$ cat config.mk
export PLATFORM = sky130hd
export DESIGN_NAME = instr_fetch_ctrl
export DESIGN_NICKNAME = d
export VERILOG_FILES = /design/src/rtl/instr_fetch_ctrl.sv
export SDC_FILE = /design/constraint.sdc
export NUM_CORES = 1
export LEC_CHECK = 0
export CAP_MARGIN = 20
export CORE_AREA = 2 2 108 110
export CTS_BUF_LIST = sky130_fd_sc_hd__clkbuf_2 sky130_fd_sc_hd__clkbuf_4 sky130_fd_sc_hd__clkbuf_8
export DETAILED_ROUTE_END_ITERATION = 10
export DIE_AREA = 0 0 110 112
export PLACE_DENSITY = 0.9
export SETUP_SLACK_MARGIN = 0.5
export SYNTH_ARGS = -nofsm -noshare
export SYNTH_HDL_FRONTEND = slang
export SYNTH_SLANG_ARGS = --single-unit
$ cat constraint.sdc
create_clock -name clk -period 4.2 [get_ports clk]
set_input_delay 0.63 -clock clk [delete_from_list [all_inputs] [get_ports clk]]
set_output_delay 0.63 -clock clk [all_outputs]
set_load 0.005 [all_outputs]
$ cat src/rtl/instr_fetch_ctrl.sv
`default_nettype none
// +--------------------------------------------------------------------------+
// | Module   : instr_fetch_ctrl                                              |
// | Brief    : PC holder and instruction-fetch requester for the ROM port;   |
// |            waits out ROM read latency and pulses the captured word.      |
// | Revision : 1.0                                                           |
// +--------------------------------------------------------------------------+
module instr_fetch_ctrl #(
   parameter int          ADDR_W      = 14,
   parameter logic [31:0] RESET_PC    = 32'h0000_0000,
   parameter int          ROM_LATENCY = 1
) (
   input  logic              clk,
   input  logic              rst_n,
   input  logic              i_fetch_req,
   input  logic              i_pc_inc,
   input  logic              i_pc_load,
   input  logic [31:0]       i_pc_next,
   input  logic              i_flush,
   output logic [ADDR_W-1:0] o_rom_addr,
   input  logic [31:0]       i_rom_data,
   output logic [31:0]       o_instr,
   output logic [31:0]       o_fetch_pc,
   output logic              o_instr_valid,
   output logic              o_fault,
   output logic              o_busy,
   output logic [31:0]       o_pc
);

   localparam logic [1:0] c_LAT_INIT = 2'(ROM_LATENCY);

   typedef enum logic [1:0] {
      S_IDLE = 2'd0,
      S_WAIT = 2'd1,
      S_CAPT = 2'd2
   } state_t;

   state_t      r_state;
   state_t      w_state_nxt;
   logic [31:0] r_pc;
   logic [1:0]  r_lat_cnt;
   logic [31:0] r_instr;
   logic [31:0] r_fetch_pc;
   logic        r_instr_valid;
   logic        r_fault;

   logic [31:0] w_pc_eff;
   logic        w_accept;
   logic        w_fault_evt;
   logic        w_capture;

   // Load wins over increment; the fetch is issued from this same-cycle value.
   assign w_pc_eff = i_pc_load ? i_pc_next :
                     i_pc_inc  ? r_pc + 32'd4 : r_pc;

   always_ff @(posedge clk or negedge rst_n) begin
      if (!rst_n) begin
         r_state <= S_IDLE;
      end else begin
         r_state <= w_state_nxt;
      end
   end

   always_comb begin
      w_state_nxt = r_state;
      w_accept    = 1'b0;
      w_fault_evt = 1'b0;
      w_capture   = 1'b0;
      case (r_state)
         S_IDLE: begin
            if (i_fetch_req && !i_flush) begin
               if (w_pc_eff[1:0] != 2'b00) begin
                  w_fault_evt = 1'b1;
               end else begin
                  w_accept    = 1'b1;
                  w_state_nxt = S_WAIT;
               end
            end
         end
         S_WAIT: begin
            if (i_flush) begin
               w_state_nxt = S_IDLE;
            end else if (r_lat_cnt == 2'd1) begin
               w_state_nxt = S_CAPT;
            end
         end
         S_CAPT: begin
            w_state_nxt = S_IDLE;
            w_capture   = !i_flush;
         end
         default: begin
            w_state_nxt = S_IDLE;
         end
      endcase
   end

   always_ff @(posedge clk or negedge rst_n) begin
      if (!rst_n) begin
         r_pc          <= RESET_PC;
         r_lat_cnt     <= 2'd0;
         r_instr       <= 32'd0;
         r_fetch_pc    <= 32'd0;
         r_instr_valid <= 1'b0;
         r_fault       <= 1'b0;
      end else begin
         r_instr_valid <= w_capture;
         r_fault       <= w_fault_evt;
         if (r_state == S_IDLE) begin
            r_pc <= w_pc_eff;
         end
         if (w_accept) begin
            r_lat_cnt <= c_LAT_INIT;
         end else if (r_state == S_WAIT && r_lat_cnt != 2'd0) begin
            r_lat_cnt <= r_lat_cnt - 2'd1;
         end
         if (w_fault_evt) begin
            r_fetch_pc <= w_pc_eff;
         end
         if (w_capture) begin
            r_instr    <= i_rom_data;
            r_fetch_pc <= r_pc;
         end
      end
   end

   assign o_rom_addr    = r_pc[ADDR_W-1:0];
   assign o_instr       = r_instr;
   assign o_fetch_pc    = r_fetch_pc;
   assign o_instr_valid = r_instr_valid;
   assign o_fault       = r_fault;
   assign o_busy        = (r_state == S_WAIT) || (r_state == S_CAPT);
   assign o_pc          = r_pc;

endmodule
`default_nettype wire

==> results.yml, run 1 <==
outcome:
  outcome: "completed"
finish:
  post-route-util: 0.681
  antenna-diode-count: 0
  drive_above_1_share: 0.0638
  fin_cells: 943
  final_nets: 871
  area_delta_synth_final_pct: 34.8
cts:
  cts_buffers: 9
  cts_tree: "built"
  cts_root_buffer: "clkbuf_8"
  ctsHoldBuffers: 0
  htree_levels: 3
  cts_resized: 0
  clockBufferDepth: 2
  clk_pin_slew_ns: 0.10
  cts.sinks: 102
  clkLatencyLatePin_ns: 0.38
  postCtsSetupBuffers: 0
synth:
  ys_warn_count: 0
  async_flop_share: 1.00
  synth-edff-count: 0
  postSynthCellCount: 653
  ys_types: 62
  synth-main-ff-cell: "dfrtp_1"
  synthTopCellsByArea: "dfrtp_1, nand2_1, nand3_1"
  synth_top_area_frac: 0.452
  synth_nets: 729
  syn_avg_cell_area_um2: 8.64
  synth_top_area_cell: "dfrtp_1"
  syn_area_mm2: 0.00564
  yosysSeqAreaShare: 0.452
  synth_seq_cells: 102
power:
  leakage_nw: 3.31
  power_mw: 5.14
  power_density_mw_per_mm2: 676
  ir_worst_vdd_uv: 616
route:
  vias_per_cell: 5.90
  dr_total_vias: 5567
  drtIter0Drc: 656
  final_antenna_net_count: 0
  drt-pass1-iter-count: 6
  wl_mm: 16.8
  drcViolationCount: 0
  wl_per_cell_um: 17.8
critical_path:
  crit_buf_inv: 1
  critPathKind: "in2reg"
  crit_path_top_delay_cell: "clkdlybuf4s50_1"
  cp.required_ns: 4.44
  startpoint_type: "input pin"
  crit_chain: "clkdlybuf4s50_1 -> and4_1 -> nand4_4 -> nor4_1 -> mux2i_1 -> a21oi_1"
  critPathTopFamily: "simple AND/OR/NAND/NOR gates"
  path_max_fanout: 9
  cp-end-kind: "flip-flop"
  rrSetupSlack_ns: 1.82
  critPathMaxStageDelay_ns: 0.67
  cp.arrival_ns: 2.91
timing:
  setup_viol: 0
  max_freq_mhz: 375
  fin_ws_ns: 1.53
  timing.final.crit_share: 0.635
  tns_ns: 0
  fin_skew_ns: 0.0122
  worst_slew_pin_slew_ns: 0.719
  rsz0062_at_grt: "false"
  final.min_clock_period_ns: 2.67
  finalHoldViolCount: 0
  slew-limit-headroom: 0.517
  drv_slew: 0
job:
  drv_cap: 0
grt:
  grt_pass1_wl_mm: 27.2
  grt_usage: 0.279
  grt_max_degree: 78
  overflow: 0
  grt_pass1_vias: 5411
  grt_antenna_before_repair: 0
placement:
  dp_hpwl_mm: 11.8
  dp.cells: 926
  place_ws_ns: 1.18
  place_congestion: 0.920
  io_buffers: 182
worst_hold_path:
  min_path_type: "in2async"
floorplan:
  num_io_pins: 183
  die_h_um: 112
  rows: 39
  coreArea_mm2: 0.0112
  start_util: 0.505
  die_x_um: 110
  die-area_mm2: 0.0123
-- synthesized netlist by cell type (all sizes together), types with 3 or more instances --
library cell  instances
o22ai                 7
or3                  10
a21oi                36
ha                    6
a221o                 5
and2                  8
nor3                  8
o211ai                8
buf                  32
or4                   3
nand2b                7
o21ai                33
xor2                  3
and4                  6
clkbuf               27
nand3                39
nor2                 28
xnor2                12
nand4                14
a221oi                3
mux2i                10
a31o                  3
a31oi                12
dfrtp               102
nor4                  7
and3                 13
mux2                  8
a22oi                 6
inv                  21
nand2               142
nor2b                 5
-- routing by layer --
metal	vias to the layer above	global-route usage	routed length, µm
met5	-	0	0
met4	0	0.0852	426
met3	42	0.0468	1250
met2	277	0.459	8470
met1	2688	0.374	6650
li1	2560	-	-
-- placed cells by master (no fill, tap or decap), drive strengths merged, types with 7 or more instances in the layout --
cell type      count
a21oi             36
a31oi             12
and2               8
and3              13
buf               10
clkbuf             9
clkdlybuf4s50    180
dfrtp            102
inv               25
mux2               8
mux2i             10
nand2            142
nand2b             7
nand3             39
nand4             14
nor2              28
nor3               8
nor4               7
o211ai             8
o21ai             33
o22ai              7
or3               10
xnor2             12
-- worst paths after layout --
| kind | from | end | cells past startpoint |
|---|---|---|---|
| worst max-delay path | i_pc_inc | o_pc[31]$_DFFE_PN0P_ | 6 |
| worst min-delay path | rst_n | o_fetch_pc[4]$_DFFE_PN0P_ | 1 |
| worst max register to register | o_pc[5]$_DFFE_PN0P_ | o_fetch_pc[20]$_DFFE_PN0P_ | 5 |
| worst min register to register | o_instr[28]$_DFFE_PN0P_ | o_instr[28]$_DFFE_PN0P_ | 2 |
| max in group asynchronous | rst_n | o_pc[14]$_DFFE_PN0P_ | 3 |
| min in group clk | o_instr[28]$_DFFE_PN0P_ | o_instr[28]$_DFFE_PN0P_ | 2 |
-- cells by family (layout without fill, tap and decap cells) --
kind of cell,after synthesis,in the layout,synth area share
compound gates,138,138,0.156
buf+inv,81,228,0.0670
simple gates,293,293,0.254
xor+xnor,15,15,0.0233
mux,18,18,0.0337
fa+ha+maj,6,6,0.0133
flops,102,102,0.452
-- flip-flops by register name (all words and copies together), names as in the netlist --
name,flops
r_lat_cnt,2
o_pc,32
o_fetch_pc,32
o_fault,1
r_state,2
o_instr_valid,1
o_instr,32
-- cell type report --
cell class / count / area, µm²
clock buffers: 9 / 124
clock inverters: 7 / 56.3
fillers: 912 / 3570
inverters: 22 / 82.6
multi-input cells: 470 / 2720
flip-flops and latches: 102 / 2550
well taps: 143 / 179
repair buffers: 190 / 1890
-- power breakdown --
group / switching [mW] / internal (mW)
clock network: 0.371 / 0.224
registers: 0.542 / 1.45
logic: 1.10 / 1.45
-- per-stage QoR --
stage / area [µm²] / hold slack, ns
floorplan: 5640 / 0.334
global placement: 7400 / 0.457
detailed placement: 7400 / 0.462
CTS: 7580 / 0.459
global route: 7600 / 0.0619
finish: 7600 / 0.0678
Power figures use the tool's default switching activity.
==> run 2, diff against run 1 <==
- CORE_AREA: 2 2 108 110 -> 2 2 118 120
- DIE_AREA: 0 0 110 112 -> 0 0 120 122
- PLACE_DENSITY: 0.9 -> 0.8
- clock period: 4.2 -> 2.3 ns (I/O delays scaled with it)
==> run 2 against run 1 <==
- worst hold slack better by 0.37 ns
- sequential power increased by 75%
- count of clock-buffer cells in the layout up 1
- critical endpoint is now o_pc[26]$_DFFE_PN0P_
- largest cell class unchanged
==> results.yml, run 2 (synthesized netlist as in run 1, its figures left out) <==
outcome:
  outcome: "completed"
timing:
  finalHoldViolCount: 0
  max_freq_mhz: 519
  worst_slew_pin_slew_ns: 0.451
  rsz0062_at_grt: "true"
  slew-limit-headroom: 0.699
  timing.final.crit_share: 0.838
  drv_slew: 0
  holdWs_ns: 0.439
  fin_skew_ns: 0.0194
  setup_viol: 0
  final.min_clock_period_ns: 1.93
cts:
  cts.sinks: 102
  cts_tree: "built"
  clkLatencyLatePin_ns: 0.38
  clk_pin_slew_ns: 0.11
  htree_levels: 3
  clockBufferDepth: 2
  cts_root_buffer: "clkbuf_8"
  cts_buffers: 9
finish:
  drive_above_1_share: 0.254
  final_nets: 984
  final_common_cell: "clkdlybuf4s50_1"
  mostFrequentLayoutCells: "clkdlybuf4s50_1, nand2_1, buf_4"
  area_delta_synth_final_pct: 61.6
  antenna-diode-count: 0
  post-route-util: 0.675
  fill_cells: 957
  fin_cells: 1093
  fin_area_mm2: 0.00912
route:
  drcViolationCount: 0
  met2WireLength_mm: 10.2
  wl_per_cell_um: 18.7
  drtIter0Drc: 634
  final_antenna_net_count: 0
  vias_per_cell: 5.66
  dr_wl_met3_mm: 1.76
  highest_layer: "met4"
  drt-pass1-iter-count: 6
  wl_mm: 20.4
  dr_total_vias: 6185
  wl_met1_mm: 7.91
critical_path:
  crit_path_top_delay_cell: "dfrtp_1"
  cp-end-kind: "flip-flop"
  crit_chain: "buf_4 -> nand4_1 -> buf_4 -> nor3_4 -> nand3_2 -> or4_1 -> nand3_1"
  critPathKind: "reg2reg"
  cp.required_ns: 2.61
  cp.arrival_ns: 2.24
  startpoint_type: "flip-flop"
  path_max_fanout: 8
  crit_path_frequent_cell: "buf_4"
  critPathMaxStageDelay_ns: 0.43
power:
  p_clk_frac: 0.108
  ir_worst_vdd_uv: 855
  power.switching_mw: 4.24
  swShare: 0.384
  power_frac_comb: 0.575
  leakage_nw: 4.14
  seqPwrFrac: 0.317
  power_mw: 11.0
  power_density_mw_per_mm2: 1210
  internal_power_mw: 6.79
floorplan:
  start_util: 0.418
  rows: 43
  die-area_mm2: 0.0146
  die_h_um: 122
  num_io_pins: 183
  coreArea_mm2: 0.0135
  die_x_um: 120
grt:
  grt_antenna_before_repair: 0
  grt_max_degree: 56
  grt_pass1_vias: 5533
  grt_usage: 0.244
  overflow: 0
  grt_pass1_wl_mm: 28.4
placement:
  place_congestion: 0.904
  dp_hpwl_mm: 12.5
  place_area_mm2: 0.00789
  io_buffers: 182
  dp.cells: 1009
worst_hold_path:
  min_path_type: "in2async"
job:
  drv_cap: 0
[run 2: cell types whose count changed in the layout (fill, tap and decap cells not counted), sizes merged]
cell	before	now
buf	10	120
dlygate4sd3	0	1
dlymetal6s2s	0	10
bufinv	0	1
dlygate4sd2	0	3
inv	25	22
clkbuf	9	10
clkinvlp	0	1
clkdlybuf4s50	180	167
nand4	14	15
bufbuf	0	1
[run 2: stage by stage]
stage	TNS, ns	worst slack, ns
after global placement	-0.225	-0.0766
final	0	0.373
after global routing	0	0.307
after CTS	0	0.460
after detailed placement	-0.310	-0.0960
after floorplan	0	0.419
[run 2: what timing repair did]
action / CTS / global route
endpoints found under the hold margin: 28 / 0
setup endpoints to repair: 54 / 84
gates cloned: 1 / 1
hold buffers: 1 / 0
pin swaps: 14 / 25
resized for setup: 51 / 74
setup buffers: 32 / 33
[run 2: routing by layer]
metal | up-vias | track usage
met4 | 0 | 0.0640
li1 | 2785 | -
met2 | 355 | 0.391
met3 | 59 | 0.0473
met1 | 2986 | 0.339
met5 | - | 0
[run 2: path summary, 6_finish.rpt]
path                                                end                    start  slack [ns]  cells after the start
worst min register to register  o_instr[18]$_DFFE_PN0P_  o_instr[18]$_DFFE_PN0P_        0.48                      2
worst max register to register     o_pc[26]$_DFFE_PN0P_     o_pc[14]$_DFFE_PN0P_        0.37                      7
min in group clk                o_instr[27]$_DFFE_PN0P_           i_rom_data[27]        0.48                      3
worst min-delay path               o_pc[18]$_DFFE_PN0P_                    rst_n        0.44                      2
max in group asynchronous          o_pc[29]$_DFFE_PN0P_                    rst_n        1.21                      3
worst max-delay path               o_pc[26]$_DFFE_PN0P_     o_pc[14]$_DFFE_PN0P_        0.37                      7
[run 2: critical path, delay by kind of cell, from the launching register on]
family                 cells  cell delay, ns
DFF                        1            0.43
buffers and inverters      2            0.36
and+or+nand+nor            5            1.05
[run 2: layout make-up]
class	instances	area (µm²)	area share
repair buffers	302	2950	0.323
multi-input cells	471	3080	0.338
clock buffers	10	131	0.0144
clock inverters	6	72.6	0.00796
flip-flops and latches	102	2580	0.283
inverters	22	85.1	0.00933
well taps	180	225	0.0247
[run 2: power groups by stage]
| stage | clock network [mW] | logic [mW] | registers, mW |
|---|---|---|---|
| floorplan | 0 | 2.37 | 3.42 |
| global placement | 0 | 4.98 | 3.47 |
| detailed placement | 0 | 5.06 | 3.51 |
| CTS | 1.21 | 5.64 | 3.39 |
| global route | 1.29 | 6.77 | 3.60 |
| finish | 1.19 | 6.34 | 3.49 |
==> run 3, diff against run 2 <==
- clock period: 2.3 -> 1.6 ns (I/O delays scaled with it)
==> run 3 against run 2 <==
- the run now ends with setup timing left
- critical path type unchanged
- total power is 83% higher
- register-to-register slack got worse by 0.90 ns
- wire length increased by 41%
- highest routed layer unchanged
- non-clock buffer count up 137
- sequential power grew 37%
- global-route usage grew 7.4 points
- setup slack worse by 0.90 ns
- critical path depth is the same
- design area grew 20%
==> results.yml, run 3 (synthesized netlist as in run 1, its figures left out) <==
floorplan:
  die_h_um: 122
  die_x_um: 120
  start_util: 0.418
  coreArea_mm2: 0.0135
  rows: 43
  die-area_mm2: 0.0146
  num_io_pins: 183
grt:
  grt_max_degree: 42
  grt_usage: 0.318
  grt_pass1_vias: 6837
  grt_antenna_before_repair: 0
  overflow: 0
  grt_pass1_wl_mm: 36.5
cts:
  cts.sinks: 102
  cts_root_buffer: "clkbuf_8"
  clkLatencyLatePin_ns: 0.40
  clockBufferDepth: 2
  cts_tree: "built"
  cts_buffers: 9
  htree_levels: 3
  clk_pin_slew_ns: 0.11
timing:
  final.min_clock_period_ns: 2.13
  fin_skew_ns: 0.0131
  drv_slew: 0
  timing.final.crit_share: 1.33
  worst_slew_pin_slew_ns: 0.361
  finalHoldViolCount: 0
  rsz0062_at_grt: "true"
  fin_ws_ns: -0.529
  slew-limit-headroom: 0.758
  max_freq_mhz: 470
  setup_viol: 91
power:
  power_mw: 20.2
  seqPwrFrac: 0.237
  internal_power_mw: 12.0
  power_density_mw_per_mm2: 1850
  ir_worst_vdd_uv: 901
  p_clk_frac: 0.081
  power_frac_comb: 0.682
  swShare: 0.405
  power.switching_mw: 8.18
  leakage_nw: 5.43
finish:
  mostFrequentLayoutCells: "buf_4, buf_6, dfrtp_1"
  post-route-util: 0.808
  final_common_cell: "buf_4"
  fin_cells: 1230
  fill_cells: 667
  multi_input_area_mm2: 0.00362
  antenna-diode-count: 0
  register_area_mm2: 0.00256
  final_nets: 1121
  area_delta_synth_final_pct: 93.3
  drive_above_1_share: 0.531
critical_path:
  startpoint_type: "flip-flop"
  cp.required_ns: 1.89
  critPathKind: "reg2reg"
  cp-end-kind: "flip-flop"
  rrSetupSlack_ns: -0.53
  cp.arrival_ns: 2.41
  path_max_fanout: 7
route:
  wl_per_cell_um: 23.3
  dr_total_vias: 7503
  drtIter0Drc: 869
  final_antenna_net_count: 0
  drt-pass1-iter-count: 8
  vias_per_cell: 6.10
  drcViolationCount: 0
  wl_mm: 28.7
outcome:
  violations: "setup timing"
  outcome: "finished with violations"
placement:
  io_buffers: 182
  place_congestion: 0.904
  dp_hpwl_mm: 13.7
  place_ws_ns: -0.608
  dp.cells: 1064
worst_hold_path:
  min_path_type: "in2async"
job:
  drv_cap: 0
==> run 3: timing repair <==
item,in CTS,in global routing
pin swaps,55,29
buffers inserted,98,42
endpoints found under the hold margin,102,0
setup endpoints to repair,215,215
resized for setup,566,185
gates cloned,9,0
hold buffers,1,0
==> run 3: worst max-delay path: stages, from the launching register on <==
cell	delay, ns
dfrtp_1	0.43
ha_2	0.25
and4_4	0.25
nand4_4	0.21
buf_6	0.20
nor4_4	0.21
mux2i_1	0.34
a21oi_1	0.12
==> run 3: cell type report <==
class | count | share of cell area
timing repair buffer | 439 | 0.386
multi-input combinational | 470 | 0.332
clock inverter | 5 | 0.00321
clock buffer | 11 | 0.0127
timing repair inverter | 1 | 0.00103
inverter | 22 | 0.00941
tap | 180 | 0.0206
sequential | 102 | 0.235
==> run 3: power by group through the flow <==
stage / combinational (mW) / clock (mW) / sequential [mW]
final: 13.8 / 1.64 / 4.78
after global routing: 14.3 / 1.72 / 4.86
after CTS: 11.1 / 1.58 / 4.61
after detailed placement: 8.58 / 0 / 4.73
after global placement: 8.44 / 0 / 4.68
after floorplan: 3.93 / 0 / 4.93
==> run 3: per-stage QoR <==
| step | hold WS (ns) | TNS, ns | area [µm²] |
|---|---|---|---|
| global placement | 0.0901 | -33.28 | 8480 |
| finish | 0.214 | -18.64 | 10900 |
| detailed placement | 0.0857 | -36.98 | 8480 |
| global route | 0.228 | -23.27 | 10900 |
| floorplan | -0.0556 | -4.46 | 6090 |
| CTS | 0.226 | -9.06 | 10100 |
==> run 3: worst paths after layout <==
check                                         from                 endpoint  depth (start not counted)
max in group asynchronous                    rst_n     o_pc[30]$_DFFE_PN0P_                          3
min reg2reg                o_instr[25]$_DFFE_PN0P_  o_instr[25]$_DFFE_PN0P_                          2
max                            o_pc[3]$_DFFE_PN0P_     o_pc[28]$_DFFE_PN0P_                          7
max reg2reg                    o_pc[3]$_DFFE_PN0P_     o_pc[28]$_DFFE_PN0P_                          7
min in group clk                    i_rom_data[26]  o_instr[26]$_DFFE_PN0P_                          3
min                                          rst_n  o_instr[27]$_DFFE_PN0P_                          2
==> run 3: per-layer routing <==
layer  GRT usage  wire length, µm  vias to the layer above
met2       0.549            13300                      679
met4       0.122             1890                        0
li1            -                -                     3077
met3      0.0501             3120                      196
met5           0                0                        -
met1       0.401            10300                     3551
